[config.mk]
export PLATFORM = sky130hd
export DESIGN_NAME = video_timing_ctrl
export DESIGN_NICKNAME = d
export VERILOG_FILES = /design/src/rtl/video_timing_pkg.sv /design/src/rtl/video_timing_check.sv /design/src/rtl/video_timing_ctrl.sv
export SDC_FILE = /design/constraint.sdc
export NUM_CORES = 1
export LEC_CHECK = 0
export ABC_AREA = 1
export BUFFER_PORTS_ARGS = -buffer_cell sky130_fd_sc_hd__buf_2
export CAP_MARGIN = 20
export CORE_MARGIN = 1.5
export CORE_UTILIZATION = 63
export CTS_BUF_LIST = sky130_fd_sc_hd__clkbuf_8
export DETAILED_ROUTE_END_ITERATION = 8
export PLACE_DENSITY = 0.89
export SLEW_MARGIN = 15
export SYNTH_ARGS = -nofsm -noshare
export SYNTH_HDL_FRONTEND = slang
export SYNTH_SLANG_ARGS = --single-unit
[constraint.sdc]
create_clock -name clk -period 13.8 [get_ports clk]
set_input_delay 1.38 -clock clk [delete_from_list [all_inputs] [get_ports clk]]
set_output_delay 1.38 -clock clk [all_outputs]
set_load 0.01 [all_outputs]
[src/rtl/video_timing_pkg.sv]
// Shared types, register indices and mode presets for the video timing configuration block.
package video_timing_pkg;

    typedef struct packed {
        logic [11:0] h_display;
        logic [11:0] h_fp;
        logic [11:0] h_pulse;
        logic [11:0] h_bp;
        logic [11:0] v_display;
        logic [11:0] v_fp;
        logic [11:0] v_pulse;
        logic [11:0] v_bp;
    } timing_t;

    localparam logic [2:0] IdxHDisplay = 3'd0;
    localparam logic [2:0] IdxHFp      = 3'd1;
    localparam logic [2:0] IdxHPulse   = 3'd2;
    localparam logic [2:0] IdxHBp      = 3'd3;
    localparam logic [2:0] IdxVDisplay = 3'd4;
    localparam logic [2:0] IdxVFp      = 3'd5;
    localparam logic [2:0] IdxVPulse   = 3'd6;
    localparam logic [2:0] IdxVBp      = 3'd7;

    // Largest legal total (display + porches + pulse) per axis.
    localparam logic [13:0] MaxTotal = 14'd4096;

    localparam timing_t PRESET [4] = '{
        {12'd640,  12'd16, 12'd96,  12'd48,  12'd480,  12'd10, 12'd2, 12'd33},
        {12'd800,  12'd40, 12'd128, 12'd88,  12'd600,  12'd1,  12'd4, 12'd23},
        {12'd1024, 12'd24, 12'd136, 12'd160, 12'd768,  12'd3,  12'd6, 12'd29},
        {12'd1280, 12'd48, 12'd112, 12'd248, 12'd1024, 12'd1,  12'd3, 12'd38}
    };

    typedef enum logic [1:0] {
        StIdle,
        StCheck,
        StWaitFrame,
        StApply
    } vtc_state_e;

    function automatic logic [11:0] field_get(input timing_t t, input logic [2:0] idx);
        logic [11:0] val;
        case (idx)
            IdxHDisplay: val = t.h_display;
            IdxHFp:      val = t.h_fp;
            IdxHPulse:   val = t.h_pulse;
            IdxHBp:      val = t.h_bp;
            IdxVDisplay: val = t.v_display;
            IdxVFp:      val = t.v_fp;
            IdxVPulse:   val = t.v_pulse;
            default:     val = t.v_bp;
        endcase
        return val;
    endfunction

    function automatic timing_t field_set(input timing_t t, input logic [2:0] idx,
                                          input logic [11:0] val);
        timing_t r;
        r = t;
        case (idx)
            IdxHDisplay: r.h_display = val;
            IdxHFp:      r.h_fp      = val;
            IdxHPulse:   r.h_pulse   = val;
            IdxHBp:      r.h_bp      = val;
            IdxVDisplay: r.v_display = val;
            IdxVFp:      r.v_fp      = val;
            IdxVPulse:   r.v_pulse   = val;
            default:     r.v_bp      = val;
        endcase
        return r;
    endfunction

endpackage

[src/rtl/video_timing_check.sv]
// Combinational mode validator: non-zero display/pulse widths and per-axis totals within range.
module video_timing_check
    import video_timing_pkg::*;
(
    input  timing_t     cfg,
    output logic        valid,
    output logic [13:0] h_sum,
    output logic [13:0] v_sum
);

    always_comb begin
        // 14-bit sums cannot wrap: 4 * 4095 < 2**14.
        h_sum = 14'(cfg.h_display) + 14'(cfg.h_fp) + 14'(cfg.h_pulse) + 14'(cfg.h_bp);
        v_sum = 14'(cfg.v_display) + 14'(cfg.v_fp) + 14'(cfg.v_pulse) + 14'(cfg.v_bp);
        valid = (cfg.h_display != 12'd0) && (cfg.h_pulse != 12'd0) &&
                (cfg.v_display != 12'd0) && (cfg.v_pulse != 12'd0) &&
                (h_sum <= MaxTotal) && (v_sum <= MaxTotal);
    end

endmodule

[src/rtl/video_timing_ctrl.sv]
// Shadow/active timing register sequencer: validates a requested mode and commits it to the
// timing generator at a frame boundary (or after a timeout), then restarts the generator.
module video_timing_ctrl
    import video_timing_pkg::*;
#(
    parameter int unsigned TIMEOUT_CYC = 2_000_000,
    parameter int unsigned DEF_PRESET  = 0
) (
    input  logic        clk,
    input  logic        reset,
    input  logic        wr_en,
    input  logic [2:0]  wr_addr,
    input  logic [11:0] wr_data,
    input  logic [2:0]  rd_addr,
    output logic [11:0] rd_data,
    input  logic        preset_load,
    input  logic [1:0]  preset_sel,
    input  logic        commit_req,
    input  logic        frame_end,
    output logic        busy,
    output logic        commit_done,
    output logic        cfg_err,
    output logic        forced,
    output logic        tg_restart,
    output logic [11:0] act_h_display,
    output logic [11:0] act_h_fp,
    output logic [11:0] act_h_pulse,
    output logic [11:0] act_h_bp,
    output logic [11:0] act_v_display,
    output logic [11:0] act_v_fp,
    output logic [11:0] act_v_pulse,
    output logic [11:0] act_v_bp
);

    localparam int unsigned     CntW      = $clog2(TIMEOUT_CYC + 1);
    localparam logic [CntW-1:0] CntLast   = CntW'(TIMEOUT_CYC - 1);
    localparam timing_t         DefTiming = PRESET[DEF_PRESET[1:0]];

    timing_t         shadow_q, shadow_d;
    timing_t         pending_q;
    timing_t         active_q;
    vtc_state_e      state_q, state_d;
    logic [CntW-1:0] cnt_q;
    logic            cfg_err_q;
    logic            forced_q;
    logic            chk_valid;
    logic [13:0]     h_sum, v_sum;
    logic            timeout_hit;
    logic            unused_sums;

    video_timing_check u_check (
        .cfg   (shadow_q),
        .valid (chk_valid),
        .h_sum (h_sum),
        .v_sum (v_sum)
    );

    assign unused_sums = ^{h_sum, v_sum};

    // A preset load overrides a same-cycle register write for every field.
    always_comb begin
        shadow_d = shadow_q;
        if (preset_load) begin
            shadow_d = PRESET[preset_sel];
        end else if (wr_en) begin
            shadow_d = field_set(shadow_q, wr_addr, wr_data);
        end
    end

    always_comb begin
        state_d     = state_q;
        timeout_hit = 1'b0;
        case (state_q)
            StIdle: begin
                if (commit_req) state_d = StCheck;
            end
            StCheck: begin
                state_d = chk_valid ? StWaitFrame : StIdle;
            end
            StWaitFrame: begin
                if (frame_end) begin
                    state_d = StApply;
                end else if (cnt_q == CntLast) begin
                    state_d     = StApply;
                    timeout_hit = 1'b1;
                end
            end
            StApply: begin
                state_d = StIdle;
            end
            default: state_d = StIdle;
        endcase
    end

    always_ff @(posedge clk or posedge reset) begin
        if (reset) begin
            state_q   <= StIdle;
            shadow_q  <= DefTiming;
            pending_q <= DefTiming;
            active_q  <= DefTiming;
            cnt_q     <= '0;
            cfg_err_q <= 1'b0;
            forced_q  <= 1'b0;
        end else begin
            state_q  <= state_d;
            shadow_q <= shadow_d;
            case (state_q)
                StIdle: begin
                    if (commit_req) cfg_err_q <= 1'b0;
                end
                StCheck: begin
                    cnt_q <= '0;
                    // Snapshot uses the pre-write shadow so later writes only affect the next commit.
                    if (chk_valid) pending_q <= shadow_q;
                    else           cfg_err_q <= 1'b1;
                end
                StWaitFrame: begin
                    cnt_q <= cnt_q + CntW'(1);
                    if (state_d == StApply) forced_q <= timeout_hit;
                end
                StApply: begin
                    active_q <= pending_q;
                end
                default: ;
            endcase
        end
    end

    assign rd_data     = field_get(shadow_q, rd_addr);
    assign busy        = (state_q != StIdle);
    assign commit_done = (state_q == StApply);
    assign tg_restart  = (state_q == StApply);
    assign cfg_err     = cfg_err_q;
    assign forced      = forced_q;

    assign act_h_display = active_q.h_display;
    assign act_h_fp      = active_q.h_fp;
    assign act_h_pulse   = active_q.h_pulse;
    assign act_h_bp      = active_q.h_bp;
    assign act_v_display = active_q.v_display;
    assign act_v_fp      = active_q.v_fp;
    assign act_v_pulse   = active_q.v_pulse;
    assign act_v_bp      = active_q.v_bp;

endmodule

==> results of run 1 <==
-- cell type report --
type | count | area, µm²
antenna | 3 | 7.51
timing repair buffer | 146 | 763
inverter | 243 | 920
tap | 330 | 413
clock inverter | 31 | 255
clock buffer | 61 | 840
multi-input combinational | 1078 | 6930
sequential | 313 | 7890
fill | 1809 | 7010
-- sequential cells by signal, indices dropped and copies added (netlist names) --
| name | flops |
|---|---|
| act_v_display | 12 |
| state_q | 2 |
| act_h_pulse | 12 |
| act_h_fp | 12 |
| cnt_q | 21 |
| act_v_pulse | 12 |
| act_v_fp | 12 |
| forced | 1 |
| pending_q | 96 |
| shadow_q | 96 |
| act_v_bp | 12 |
| act_h_bp | 12 |
| cfg_err | 1 |
| act_h_display | 12 |
-- path summary, 6_finish.rpt --
check	slack, ns	to	startpoint
setup / recovery	8.14	forced	shadow_q[84]
hold / removal	0.48	pending_q[41]	pending_q[41]
setup reg to reg	8.14	forced	shadow_q[84]
hold reg to reg	0.48	pending_q[41]	pending_q[41]
max in group asynchronous	11.34	shadow_q[1]	reset
min in group asynchronous	0.98	act_h_bp[0]	reset
-- worst max-delay path: cells and delay by family (launching register included) --
kind	cells	cell delay, ns
AO/OA/AOI/OAI	4	0.77
buffers and inverters	4	0.67
flip-flops	1	0.44
AND/OR/NAND/NOR	17	2.02
XOR/XNOR	1	0.15
adder cells (fa/ha/maj)	4	1.44
-- metal layers --
layer / global-route usage [%] / up-vias
li1: - / 5897
met1: 44.2 / 6295
met2: 54.2 / 617
met3: 7.56 / 163
met4: 18.1 / 0
met5: 0 / -
-- power groups by stage --
stage,Sequential (mW),Clock [mW],Combinational (mW)
floorplan,1.39,0,0.910
global placement,1.37,0,1.25
detailed placement,1.38,0,1.30
CTS,1.37,0.868,1.31
global route,1.40,0.913,1.46
finish,1.37,0.860,1.31
-- placed cells by master (no fill, tap or decap), types with 8 or more instances in the layout --
cell / synthesis / final
sky130_fd_sc_hd__buf_2: 7 / 138
sky130_fd_sc_hd__mux2_2: 96 / 96
sky130_fd_sc_hd__nand3_1: 40 / 40
sky130_fd_sc_hd__clkbuf_8: 0 / 61
sky130_fd_sc_hd__ha_1: 61 / 60
sky130_fd_sc_hd__nand2_1: 348 / 348
sky130_fd_sc_hd__nor2_1: 69 / 69
sky130_fd_sc_hd__dfstp_2: 48 / 48
sky130_fd_sc_hd__nor3_1: 20 / 18
sky130_fd_sc_hd__nand4_1: 22 / 22
sky130_fd_sc_hd__o211ai_1: 42 / 42
sky130_fd_sc_hd__inv_1: 236 / 248
sky130_fd_sc_hd__a21oi_1: 69 / 69
sky130_fd_sc_hd__o21bai_1: 8 / 8
sky130_fd_sc_hd__fa_1: 28 / 28
sky130_fd_sc_hd__nor4_1: 8 / 8
sky130_fd_sc_hd__mux2_4: 15 / 15
sky130_fd_sc_hd__clkinv_2: 0 / 10
sky130_fd_sc_hd__xor2_1: 15 / 15
sky130_fd_sc_hd__xnor2_1: 9 / 9
sky130_fd_sc_hd__dfrtp_1: 265 / 265
sky130_fd_sc_hd__o21ai_1: 82 / 82
sky130_fd_sc_hd__o22ai_1: 24 / 24
sky130_fd_sc_hd__o21ai_0: 81 / 81
sky130_fd_sc_hd__a221oi_1: 12 / 12
-- kinds of logic (layout without fill, tap and decap cells) --
logic type               count (synthesis)  after routing
buffers and inverters                  295            481
adder cells (fa/ha/maj)                 89             89
AND/OR/NAND/NOR                        523            523
multiplexers                           111            111
XOR/XNOR                                24             24
AO/OA/AOI/OAI                          331            331
other                                    0              3
flip-flops                             313            313
==> results.rst, run 1 <==
.. list-table::
   :header-rows: 1

   * - Metric
     - Value
   * - Result of the run
     - finished clean
   * - Clock Sinks
     - 313
   * - Unrepaired setup endpoints after global routing
     - false
   * - Number of enable-type register cells in the synthesized netlist
     - 0
   * - Crit path max-delay cell type
     - sky130_fd_sc_hd__buf_4
   * - Share of total power in sequential cells
     - 38.7%
   * - Critical setup path kind
     - reg2reg
   * - Post-synth cell types
     - 41
   * - Number of instances in the synthesized netlist
     - approximately 1.7k
   * - Fin cells
     - 2205
   * - Synth Area in XOR/XNOR
     - roughly 1.3%
   * - Cell types occupying the most area after synthesis
     - sky130_fd_sc_hd__dfrtp_1, sky130_fd_sc_hd__nand2_1, sky130_fd_sc_hd__dfstp_2
   * - Net switching component of the power
     - 1.33 mW
   * - Post-Syn Nets
     - 1801
   * - Cell area after placement
     - 16900 µm²
   * - Final Core Density
     - 72.0%
   * - Mean routed wirelength per cell
     - 19.9 µm
   * - Layout cells sized above 1
     - 21.5%
   * - Post-route cell area
     - 18000 µm²
   * - Number of rows in the core area
     - 58
   * - Endpoints failing hold
     - 0
   * - Count of unresolved DRC violations after routing
     - 0
   * - Uppermost layer routed
     - met4
   * - Post-synthesis compound-gate area fraction
     - 11.8%
   * - Clock group share of total power
     - 24.3%
   * - Io pins
     - 139
   * - Placed cell count
     - 2110
   * - Number of nets in the final layout
     - about 1.9k
   * - Fin crit share
     - 41.0%
   * - Most used standard cells in the synthesized netlist
     - sky130_fd_sc_hd__nand2_1, sky130_fd_sc_hd__dfrtp_1, sky130_fd_sc_hd__inv_1
   * - Cell area after synthesis
     - 16000 µm²
   * - Number of endpoints failing setup at the final stage
     - 0
   * - Horizontal die dimension
     - roughly 160 µm
   * - Crit path largest cell delay
     - roughly 0.50 ns
   * - Clock latency of the later-clocked register in the worst-skew pair
     - between 0.5 and 0.6 ns
   * - Post-CTS repair timing setup buffer count
     - 0
   * - Category of the worst setup path capture point
     - flip-flop
   * - Data arrival time of the critical path
     - between 6 and 7 ns
   * - Combined global-route utilization of all metal layers
     - 34.2%
   * - Internal power
     - 2.21 mW
   * - Startpoint type of the worst setup path
     - flip-flop
   * - Global-route wire length before repair
     - 68900 µm
   * - Fraction of registers with async set/reset
     - 100%
   * - Dominant combinational cell family by area after synthesis
     - simple AND/OR/NAND/NOR gates
   * - Met3 wire length
     - 3950 µm
   * - Main synth FF type
     - sky130_fd_sc_hd__dfrtp_1
   * - CTS Root Buffer Type
     - sky130_fd_sc_hd__clkbuf_8
   * - Starting Density
     - 63.8%
   * - Slew HR
     - 33.3%
   * - Die outline height
     - 162 µm
   * - CTS Buf Count
     - 50
   * - Number of input and output port buffers inserted
     - 138
   * - Largest driver fanout on the critical path
     - 64
   * - Max VDD drop
     - 0.121 mV
   * - Mux share of post-synthesis cell area
     - 8.18%
   * - Detailed placer's ending HPWL
     - 32300 µm
   * - Pre-CTS worst setup slack
     - 8.25 ns
   * - Pin count of the biggest net entering global routing
     - 172
   * - Overall Power
     - 3.54 mW
   * - Simple-gate area share of the yosys netlist
     - 13.6%
   * - Cell taking the most area after synthesis
     - sky130_fd_sc_hd__dfrtp_1
   * - Power per cell area
     - between 150 and 200 nW/µm²
   * - Via density per instance
     - 5.88
   * - Switching power as a share of total power
     - 37.5%
   * - Avg Inst Size Synth
     - 9.47 µm²
   * - Count of state elements after synthesis
     - 313
   * - Maximum clock path buffer count
     - 3
   * - Timing-limited maximum frequency
     - 0.177 GHz
   * - Total wire length after detailed routing
     - 43900 µm
   * - Cell mode on critical path
     - sky130_fd_sc_hd__nand2_1
   * - Worst min-delay path category
     - reg2reg
   * - Shortest clock period the worst path allows after layout
     - 5.66 ns
   * - Number of hold-repair buffers added at the cts stage
     - 0
   * - Post-route antenna net violation count
     - 0
   * - Required time of the critical path
     - 14.26 ns
   * - Area added between synthesis and finish
     - 12.8%
   * - CTS-repair resized insts
     - 0
   * - Met1 Routed Length
     - 17300 µm
   * - Most common cell in the netlist
     - sky130_fd_sc_hd__nand2_1
   * - Share of total power in combinational logic
     - 37.0%
   * - Setup ws final
     - between 8 and 9 ns
   * - P_leak
     - 9.10 nW
   * - Hold slack
     - between 0.4 and 0.5 ns
   * - Via count of the first global-routing pass
     - 12.8k
   * - Count of pins over their slew limit
     - 0
   * - Met2 Wirelength
     - 20100 µm
   * - TritonCTS clock tree
     - yes
   * - Clock skew
     - between 0.02 and 0.03 ns
   * - Post-route setup TNS
     - 0 ns
   * - Syn. warnings
     - 0
   * - DRT iter0 DRCs
     - 1267
   * - Worst slew pin tran
     - about 1 ns
   * - Hold path depth
     - 2
   * - Clock-pin transition on the worst setup and hold timing paths
     - 0.07 ns
   * - Number of maximum-capacitance violations
     - 0
   * - Clock H-tree levels
     - 2
   * - Adder-cell area share of the yosys netlist
     - 8.29%
   * - GRT Residual Overflow
     - 0
   * - Number of antenna violations at the first check in global routing
     - 3
   * - Count of TritonRoute iterations in the first routing pass
     - 6
   * - Number of vias in the routed layout
     - ~13k
   * - Die outline area
     - about 26000 µm²
   * - Top-area cell type share of the netlist area
     - 41.5%
   * - Depth of the most critical reg-to-reg path
     - 30
   * - Core Area
     - 25000 µm²
   * - Part of the Yosys area used for sequential elements
     - between 40% and 50%
   * - Placer's final routability congestion estimate
     - 1.03
(Power assumes the default switching activity.)
==> run 2, diff against run 1 <==
- CORE_UTILIZATION: 63 -> 62
- PLACE_DENSITY: 0.89 -> 0.87
- clock period: 13.8 -> 5.36 ns (I/O delays scaled with it)
==> run 2 against run 1 <==
Worst setup slack got worse by 7.7 ns. First-iteration DRC count fell by 11%. Die area rose by 1.6%. Global-route usage rose by 0.49 points. Flip-flop and latch count did not move. Clock power rose to 2.6 times the previous value. Largest power group unchanged.
==> results.rst, run 2 (synthesis results as in run 1) <==
.. list-table::
   :header-rows: 1

   * - Metric
     - Value
   * - Result of the run
     - finished clean
   * - Filler Cells Inserted
     - 1902 (+5.1%)
   * - Post-CTS repair timing setup buffer count
     - 0 (unchanged)
   * - Number of nets in the final layout
     - 1952 (+0.26%)
   * - Power per cell area
     - 507 nW/µm² (+160%)
   * - Unrepaired setup endpoints after global routing
     - false
   * - Worst min-delay path category
     - in2async
   * - Number of vias in the routed layout
     - 12.9k (-0.70%)
   * - Count of unresolved DRC violations after routing
     - 0 (unchanged)
   * - Placer's final routability congestion estimate
     - 0.978 (-5.2%)
   * - Cell area after placement
     - 17000 µm² (+0.55%)
   * - Combined global-route utilization of all metal layers
     - 34.6% (+0.49 points)
   * - Clock H-tree levels
     - 2 (unchanged)
   * - Die outline height
     - 164 µm (+0.79%)
   * - Total wire length after detailed routing
     - 44800 µm (+2.1%)
   * - Number of hold-repair buffers added at the cts stage
     - 0 (unchanged)
   * - Io pins
     - 139 (unchanged)
   * - Area used by multi-input combinational logic
     - 6940 µm² (about the same)
   * - Number of antenna violations at the first check in global routing
     - 3 (unchanged)
   * - Mean routed wirelength per cell
     - 20.2 µm (+1.8%)
   * - Data arrival time of the critical path
     - 5.40 ns (-0.72 ns)
   * - Maximum clock path buffer count
     - 3 (unchanged)
   * - Global routing's busiest layer
     - met2
   * - Shortest clock period the worst path allows after layout
     - 4.96 ns (-0.695 ns)
   * - Number of input and output port buffers inserted
     - 138 (unchanged)
   * - GR met1 Demand/Resource
     - 44.7% (+0.52 points)
   * - Layout cells sized above 1
     - 21.6% (+0.079 points)
   * - Post-route antenna net violation count
     - 0 (unchanged)
   * - Critical setup path kind
     - reg2reg
   * - Most common cell after layout, fill and taps aside
     - sky130_fd_sc_hd__nand2_1
   * - CTS Root Buffer Type
     - sky130_fd_sc_hd__clkbuf_8
   * - TritonCTS clock tree
     - yes
   * - Core Area
     - 25300 µm² (+0.87%)
   * - GRT Residual Overflow
     - 0 (unchanged)
   * - Category of the worst setup path capture point
     - flip-flop
   * - CTS-repair resized insts
     - 0 (unchanged)
   * - Detailed placer's ending HPWL
     - 33300 µm (+2.8%)
   * - Count of TritonRoute iterations in the first routing pass
     - 5 (-1)
   * - Timing-limited maximum frequency
     - 0.201 GHz (+14%)
   * - Met3 Use GR
     - 7.87% (+0.31 points)
   * - P_leak
     - 9.17 nW (+0.72%)
   * - Required time of the critical path
     - 5.80 ns (-8.46 ns)
   * - Number of maximum-capacitance violations
     - 0 (unchanged)
   * - CTS Buf Count
     - 51 (+2.0%)
   * - Post-route setup TNS
     - 0 ns (unchanged)
   * - Largest driver fanout on the critical path
     - 28 (-56%)
   * - Post-route cell area
     - 18100 µm² (+0.60%)
   * - Pin count of the biggest net entering global routing
     - 173 (+0.58%)
   * - Registers with the highest flip-flop counts
     - pending_q: 96 flops, shadow_q: 96 flops, cnt_q: 21 flops
   * - Most frequent cells in the layout
     - sky130_fd_sc_hd__nand2_1, sky130_fd_sc_hd__dfrtp_1, sky130_fd_sc_hd__inv_1, sky130_fd_sc_hd__buf_2, sky130_fd_sc_hd__mux2_2
   * - Via density per instance
     - 5.82 (-1.0%)
   * - Clock Sinks
     - 313 (unchanged)
   * - Endpoints failing hold
     - 0 (unchanged)
   * - Startpoint type of the worst setup path
     - flip-flop
   * - Fin crit share
     - 92.6% (+52 points)
   * - Count of pins over their slew limit
     - 0 (unchanged)
   * - Footprint of the flip-flops and latches
     - 7890 µm² (unchanged)
   * - M2 GR Usage
     - 56.2% (+2.0 points)
   * - Slew HR
     - 33.2% (-0.053 points)
   * - Clock-pin transition on the worst setup and hold timing paths
     - 0.06 ns (about the same)
   * - Number of endpoints failing setup at the final stage
     - 0 (unchanged)
   * - Area added between synthesis and finish
     - 13.5%
   * - Max VDD drop
     - 0.357 mV (+190%)
   * - Global-route wire length before repair
     - 70200 µm (+1.9%)
   * - Die outline area
     - 26700 µm² (+1.6%)
   * - DRT iter0 DRCs
     - 1127 (-11%)
   * - Starting Density
     - 63.2% (-0.55 points)
   * - Number of rows in the core area
     - 58 (unchanged)
   * - Horizontal die dimension
     - 164 µm (+0.79%)
   * - Worst slew pin tran
     - 0.996 ns (-0.00464 ns)
   * - Clock skew
     - 0.0399 ns (+0.0122 ns)
   * - Clock latency of the later-clocked register in the worst-skew pair
     - 0.59 ns (about the same)
   * - Via count of the first global-routing pass
     - 12.7k (-0.56%)
[run 2: cell count changes in the layout (fill, tap and decap cells not counted), sizes merged]
cell | before | now
clkbuf | 61 | 64
buf | 146 | 150
inv | 257 | 260
bufinv | 4 | 3
clkinv | 12 | 10
[run 2: final timing paths]
check                             start            end  slack, ns  depth (start not counted)
max                        shadow_q[25]  pending_q[64]       0.40                         23
max reg2reg                shadow_q[25]  pending_q[64]       0.40                         23
min                               reset   shadow_q[40]       0.04                          2
min reg2reg                pending_q[0]   pending_q[0]       0.48                          2
min in group clk             commit_req     state_q[1]       0.27                          4
max in group asynchronous         reset   shadow_q[60]       3.99                          3
[run 2: layout make-up]
class                      instances  area share (%)
inverter                         243            5.05
antenna                            3          0.0414
clock inverter                    31            1.26
tap                              330            2.28
multi-input combinational       1078            38.3
clock buffer                      64            4.86
sequential                       313            43.5
timing repair buffer             150            4.72
[run 2: stage by stage]
stage          instances  setup slack [ns]  hold slack, ns  utilization (%)  power [mW]
6_report            2212             0.396          0.0352             71.8        9.20
2_1_floorplan       1686             0.694           0.450                -        5.93
3_3_place_gp        2114             0.567           0.457             67.4        6.86
4_1_cts             2209             0.398          0.0284             71.8        9.22
5_1_grt             2212           0.00600          0.0546             71.8        9.80
3_5_place_dp        2114             0.418           0.466             67.4        6.99
[run 2: power by group]
group	switching, mW	internal (mW)
logic	2.05	1.42
clock network	0.978	1.23
registers	0.404	3.12
[run 2: metal layers]
layer / wire length (µm) / vias to the layer above
met3: 3780 / 131
met2: 21100 / 578
li1: - / 5932
met4: 2010 / 0
met5: 0 / -
met1: 17900 / 6240
[run 2: critical path, stage by stage, from the launching register on]
cell                       delay, ns
sky130_fd_sc_hd__dfstp_2        0.55
sky130_fd_sc_hd__inv_1          0.07
sky130_fd_sc_hd__fa_1           0.46
sky130_fd_sc_hd__nand3b_1       0.17
sky130_fd_sc_hd__and2_1         0.19
sky130_fd_sc_hd__o221ai_1       0.29
sky130_fd_sc_hd__a21oi_1        0.12
sky130_fd_sc_hd__o21bai_1       0.22
sky130_fd_sc_hd__xnor2_1        0.12
sky130_fd_sc_hd__fa_1           0.49
sky130_fd_sc_hd__inv_1          0.04
sky130_fd_sc_hd__ha_1           0.33
sky130_fd_sc_hd__inv_1          0.10
sky130_fd_sc_hd__o21bai_1       0.08
sky130_fd_sc_hd__nor2_1         0.15
sky130_fd_sc_hd__nand3_1        0.12
sky130_fd_sc_hd__a21oi_1        0.15
sky130_fd_sc_hd__nor2_1         0.06
sky130_fd_sc_hd__nor2_1         0.18
sky130_fd_sc_hd__nand3_4        0.30
sky130_fd_sc_hd__buf_12         0.29
sky130_fd_sc_hd__buf_12         0.18
sky130_fd_sc_hd__nand2_1        0.06
sky130_fd_sc_hd__o21ai_1        0.07
==> run 3, diff against run 2 <==
- CELL_PAD_IN_SITES_DETAIL_PLACEMENT: unset -> 0
- CELL_PAD_IN_SITES_GLOBAL_PLACEMENT: unset -> 2
- CORE_UTILIZATION: 62 -> 39
==> run 3 against run 2 <==
Count of clock-buffer cells in the layout grew 3. Hold slack gained 0.15 ns. Flip-flop and latch count unchanged. Clock power is 6% higher. Wire length increased by 3.7%. Design area rose by 1.7%. Combinational power down 3%. Critical endpoint is now pending_q[84]. Largest cell class unchanged. Highest routed layer unchanged.
==> results.rst, run 3 (synthesis results as in run 1) <==
.. list-table::
   :header-rows: 1

   * - Metric
     - Value
   * - Result of the run
     - finished clean
   * - Crit path largest cell delay
     - 0.49 ns (-0.06 ns)
   * - Number of rows in the core area
     - 73 (+26%)
   * - DRT iter0 DRCs
     - 922 (-18%)
   * - TritonCTS clock tree
     - yes
   * - Detailed placer's ending HPWL
     - 34500 µm (+3.9%)
   * - Worst slew pin tran
     - 1.02 ns (+0.0217 ns)
   * - Slew HR
     - 31.8% (-1.5 points)
   * - Area used by multi-input combinational logic
     - 6940 µm² (unchanged)
   * - Pin count of the biggest net entering global routing
     - 179 (+3.5%)
   * - Source of the critical timing path
     - shadow_q[84]
   * - Starting Density
     - 39.8% (-23 points)
   * - Clock-pin transition on the worst setup and hold timing paths
     - 0.06 ns (about the same)
   * - Clock latency of the later-clocked register in the worst-skew pair
     - 0.67 ns (+0.08 ns)
   * - Most frequent cells in the layout
     - sky130_fd_sc_hd__nand2_1, sky130_fd_sc_hd__dfrtp_1, sky130_fd_sc_hd__inv_1, sky130_fd_sc_hd__buf_2, sky130_fd_sc_hd__mux2_2
   * - Worst reg2reg path startpoint
     - shadow_q[84]
   * - Placer's final routability congestion estimate
     - 0.919 (-6.1%)
   * - Core Area
     - 40100 µm² (+59%)
   * - Number of antenna violations at the first check in global routing
     - 0 (-3)
   * - Largest driver fanout on the critical path
     - 75 (+170%)
   * - P_leak
     - 9.20 nW (+0.35%)
   * - Number of maximum-capacitance violations
     - 0 (unchanged)
   * - Overall Power
     - 9.25 mW (+0.58%)
   * - Maximum clock path buffer count
     - 3 (unchanged)
   * - Category of the worst setup path capture point
     - flip-flop
   * - Count of TritonRoute iterations in the first routing pass
     - 5 (unchanged)
   * - Endpoints failing hold
     - 0 (unchanged)
   * - Launch instance of the worst min-delay path
     - frame_end
   * - CTS Root Buffer Type
     - sky130_fd_sc_hd__clkbuf_8
   * - Count of pins over their slew limit
     - 0 (unchanged)
   * - Post-route setup TNS
     - 0 ns (unchanged)
   * - Number of nets in the final layout
     - 1957 (+0.26%)
   * - Hold slack
     - 0.189 ns (+0.154 ns)
   * - Via density per instance
     - 5.13 (-12%)
   * - Post-CTS repair timing setup buffer count
     - 0 (unchanged)
   * - Mean routed wirelength per cell
     - 19.2 µm (-4.9%)
   * - Power per cell area
     - 502 nW/µm² (-1.1%)
   * - Io pins
     - 139 (unchanged)
   * - Clock Sinks
     - 313 (unchanged)
   * - Startpoint type of the worst setup path
     - flip-flop
   * - Total wire length after detailed routing
     - 46400 µm (+3.7%)
   * - Combined global-route utilization of all metal layers
     - 22.8% (-12 points)
   * - Layout cells sized above 1
     - 21.8% (+0.16 points)
   * - Fin crit share
     - 89.4% (-3.2 points)
   * - Filler Cells Inserted
     - 3907 (+110%)
   * - Max VDD drop
     - 0.267 mV (-25%)
   * - Setup ws final
     - 0.566 ns (+0.170 ns)
   * - Top delay family on crit path
     - adder cells
   * - Required time of the critical path
     - 5.89 ns (+0.09 ns)
   * - Shortest clock period the worst path allows after layout
     - 4.79 ns (-0.170 ns)
   * - Sum of buffers and inverters on the critical path
     - 5 (unchanged)
   * - Worst min-delay path category
     - in2reg
   * - Number of input and output port buffers inserted
     - 138 (unchanged)
   * - Footprint of the flip-flops and latches
     - 7890 µm² (unchanged)
   * - CTS Buf Count
     - 55 (+7.8%)
   * - Count of unresolved DRC violations after routing
     - 0 (unchanged)
   * - Area added between synthesis and finish
     - 15.5%
   * - Number of vias in the routed layout
     - 12.4k (-3.9%)
   * - Registers with the highest flip-flop counts
     - pending_q: 96 flops, shadow_q: 96 flops, cnt_q: 21 flops
   * - Most common cell after layout, fill and taps aside
     - sky130_fd_sc_hd__nand2_1
   * - Number of endpoints failing setup at the final stage
     - 0 (unchanged)
   * - Clock H-tree levels
     - 2 (unchanged)
   * - Timing-limited maximum frequency
     - 0.209 GHz (+3.6%)
   * - Die outline area
     - 42200 µm² (+58%)
   * - Via count of the first global-routing pass
     - 12.3k (-3.2%)
   * - GRT Residual Overflow
     - 0 (unchanged)
   * - Global-route wire length before repair
     - 72600 µm (+3.4%)
   * - Pre-CTS worst setup slack
     - 0.586 ns (+0.167 ns)
   * - Unrepaired setup endpoints after global routing
     - false
   * - Crit path max-delay cell type
     - sky130_fd_sc_hd__fa_1
   * - Post-route antenna net violation count
     - 0 (unchanged)
   * - Data arrival time of the critical path
     - 5.33 ns (-0.07 ns)
   * - Die outline height
     - 205 µm (+26%)
   * - ANT cells
     - 0 (-3)
   * - Horizontal die dimension
     - 205 µm (+26%)
   * - Clock skew
     - 0.0332 ns (-0.00666 ns)
   * - Critical setup path kind
     - reg2reg
==> run 3: changes by cell type in the layout (fill, tap and decap cells not counted) <==
| cell | previous run | this run |
|---|---|---|
| sky130_fd_sc_hd__clkbuf_8 | 64 | 67 |
| sky130_fd_sc_hd__buf_16 | 0 | 1 |
| sky130_fd_sc_hd__buf_12 | 6 | 3 |
| sky130_fd_sc_hd__inv_1 | 253 | 256 |
| sky130_fd_sc_hd__clkinv_2 | 7 | 5 |
| sky130_fd_sc_hd__clkinv_8 | 1 | 2 |
| sky130_fd_sc_hd__buf_4 | 6 | 8 |
| sky130_fd_sc_hd__diode_2 | 3 | 0 |
| sky130_fd_sc_hd__clkinvlp_4 | 1 | 4 |
| sky130_fd_sc_hd__dlygate4sd3_1 | 0 | 1 |
==> run 3: final timing paths <==
kind	endpoint	slack, ns	cells past startpoint
worst max-delay path	pending_q[84]	0.57	26
worst min-delay path	forced	0.19	4
worst max register to register	pending_q[84]	0.57	26
worst min register to register	pending_q[41]	0.48	2
max in group asynchronous	shadow_q[62]	3.68	4
min in group asynchronous	shadow_q[11]	0.40	3
==> run 3: where the power goes <==
part           internal [mW]  switching [mW]  total, mW  leakage [nW]
registers               3.12           0.400       3.52          3.96
logic                   1.37            2.00       3.38          4.56
clock network           1.29            1.06       2.35         0.680
total                   5.79            3.47       9.25          9.20
==> run 3: worst register-to-register path: cells and delay by family, from the launching register on <==
family / cells / cell delay (ns)
AOI/OAI and AO/OA: 5 / 0.83
xor gates and xnor gates: 1 / 0.11
adders and majority gates: 4 / 1.43
buffers and inverters: 5 / 0.48
DFF: 1 / 0.41
muxes: 1 / 0.45
and+or+nand+nor: 10 / 1.00
==> run 3: metal layers <==
metal / part of all wire, % / vias up / wire (µm) / track usage, %
met5: 0 / - / 0 / 0
li1: - / 5923 / - / -
met1: 45 / 5985 / 20800 / 30.6
met2: 46 / 365 / 21400 / 36.5
met3: 5.0 / 110 / 2330 / 3.42
met4: 4.1 / 0 / 1910 / 10.4
==> run 3: layout make-up <==
| class | count | share of cell area, % |
|---|---|---|
| Sequential cell | 313 | 42.8 |
| Multi-Input combinational cell | 1078 | 37.6 |
| Clock buffer | 67 | 5.00 |
| Inverter | 243 | 4.97 |
| Timing Repair Buffer | 151 | 4.60 |
| Tap cell | 525 | 3.56 |
| Clock inverter | 36 | 1.46 |
==> run 3: metrics by stage <==
stage	utilization [%]	std cells	instance area [µm²]
floorplan	-	1686	16000
finish	46.0	2413	18400
global route	46.0	2413	18400
CTS	45.9	2412	18400
detailed placement	42.9	2308	17200
global placement	42.9	2308	17200
==> run 3: repair_timing <==
item	in CTS	in global routing
hold buffers	1	0
endpoints found under the setup margin	0	0
gates resized for setup	0	0
endpoints found under the hold margin	9	0
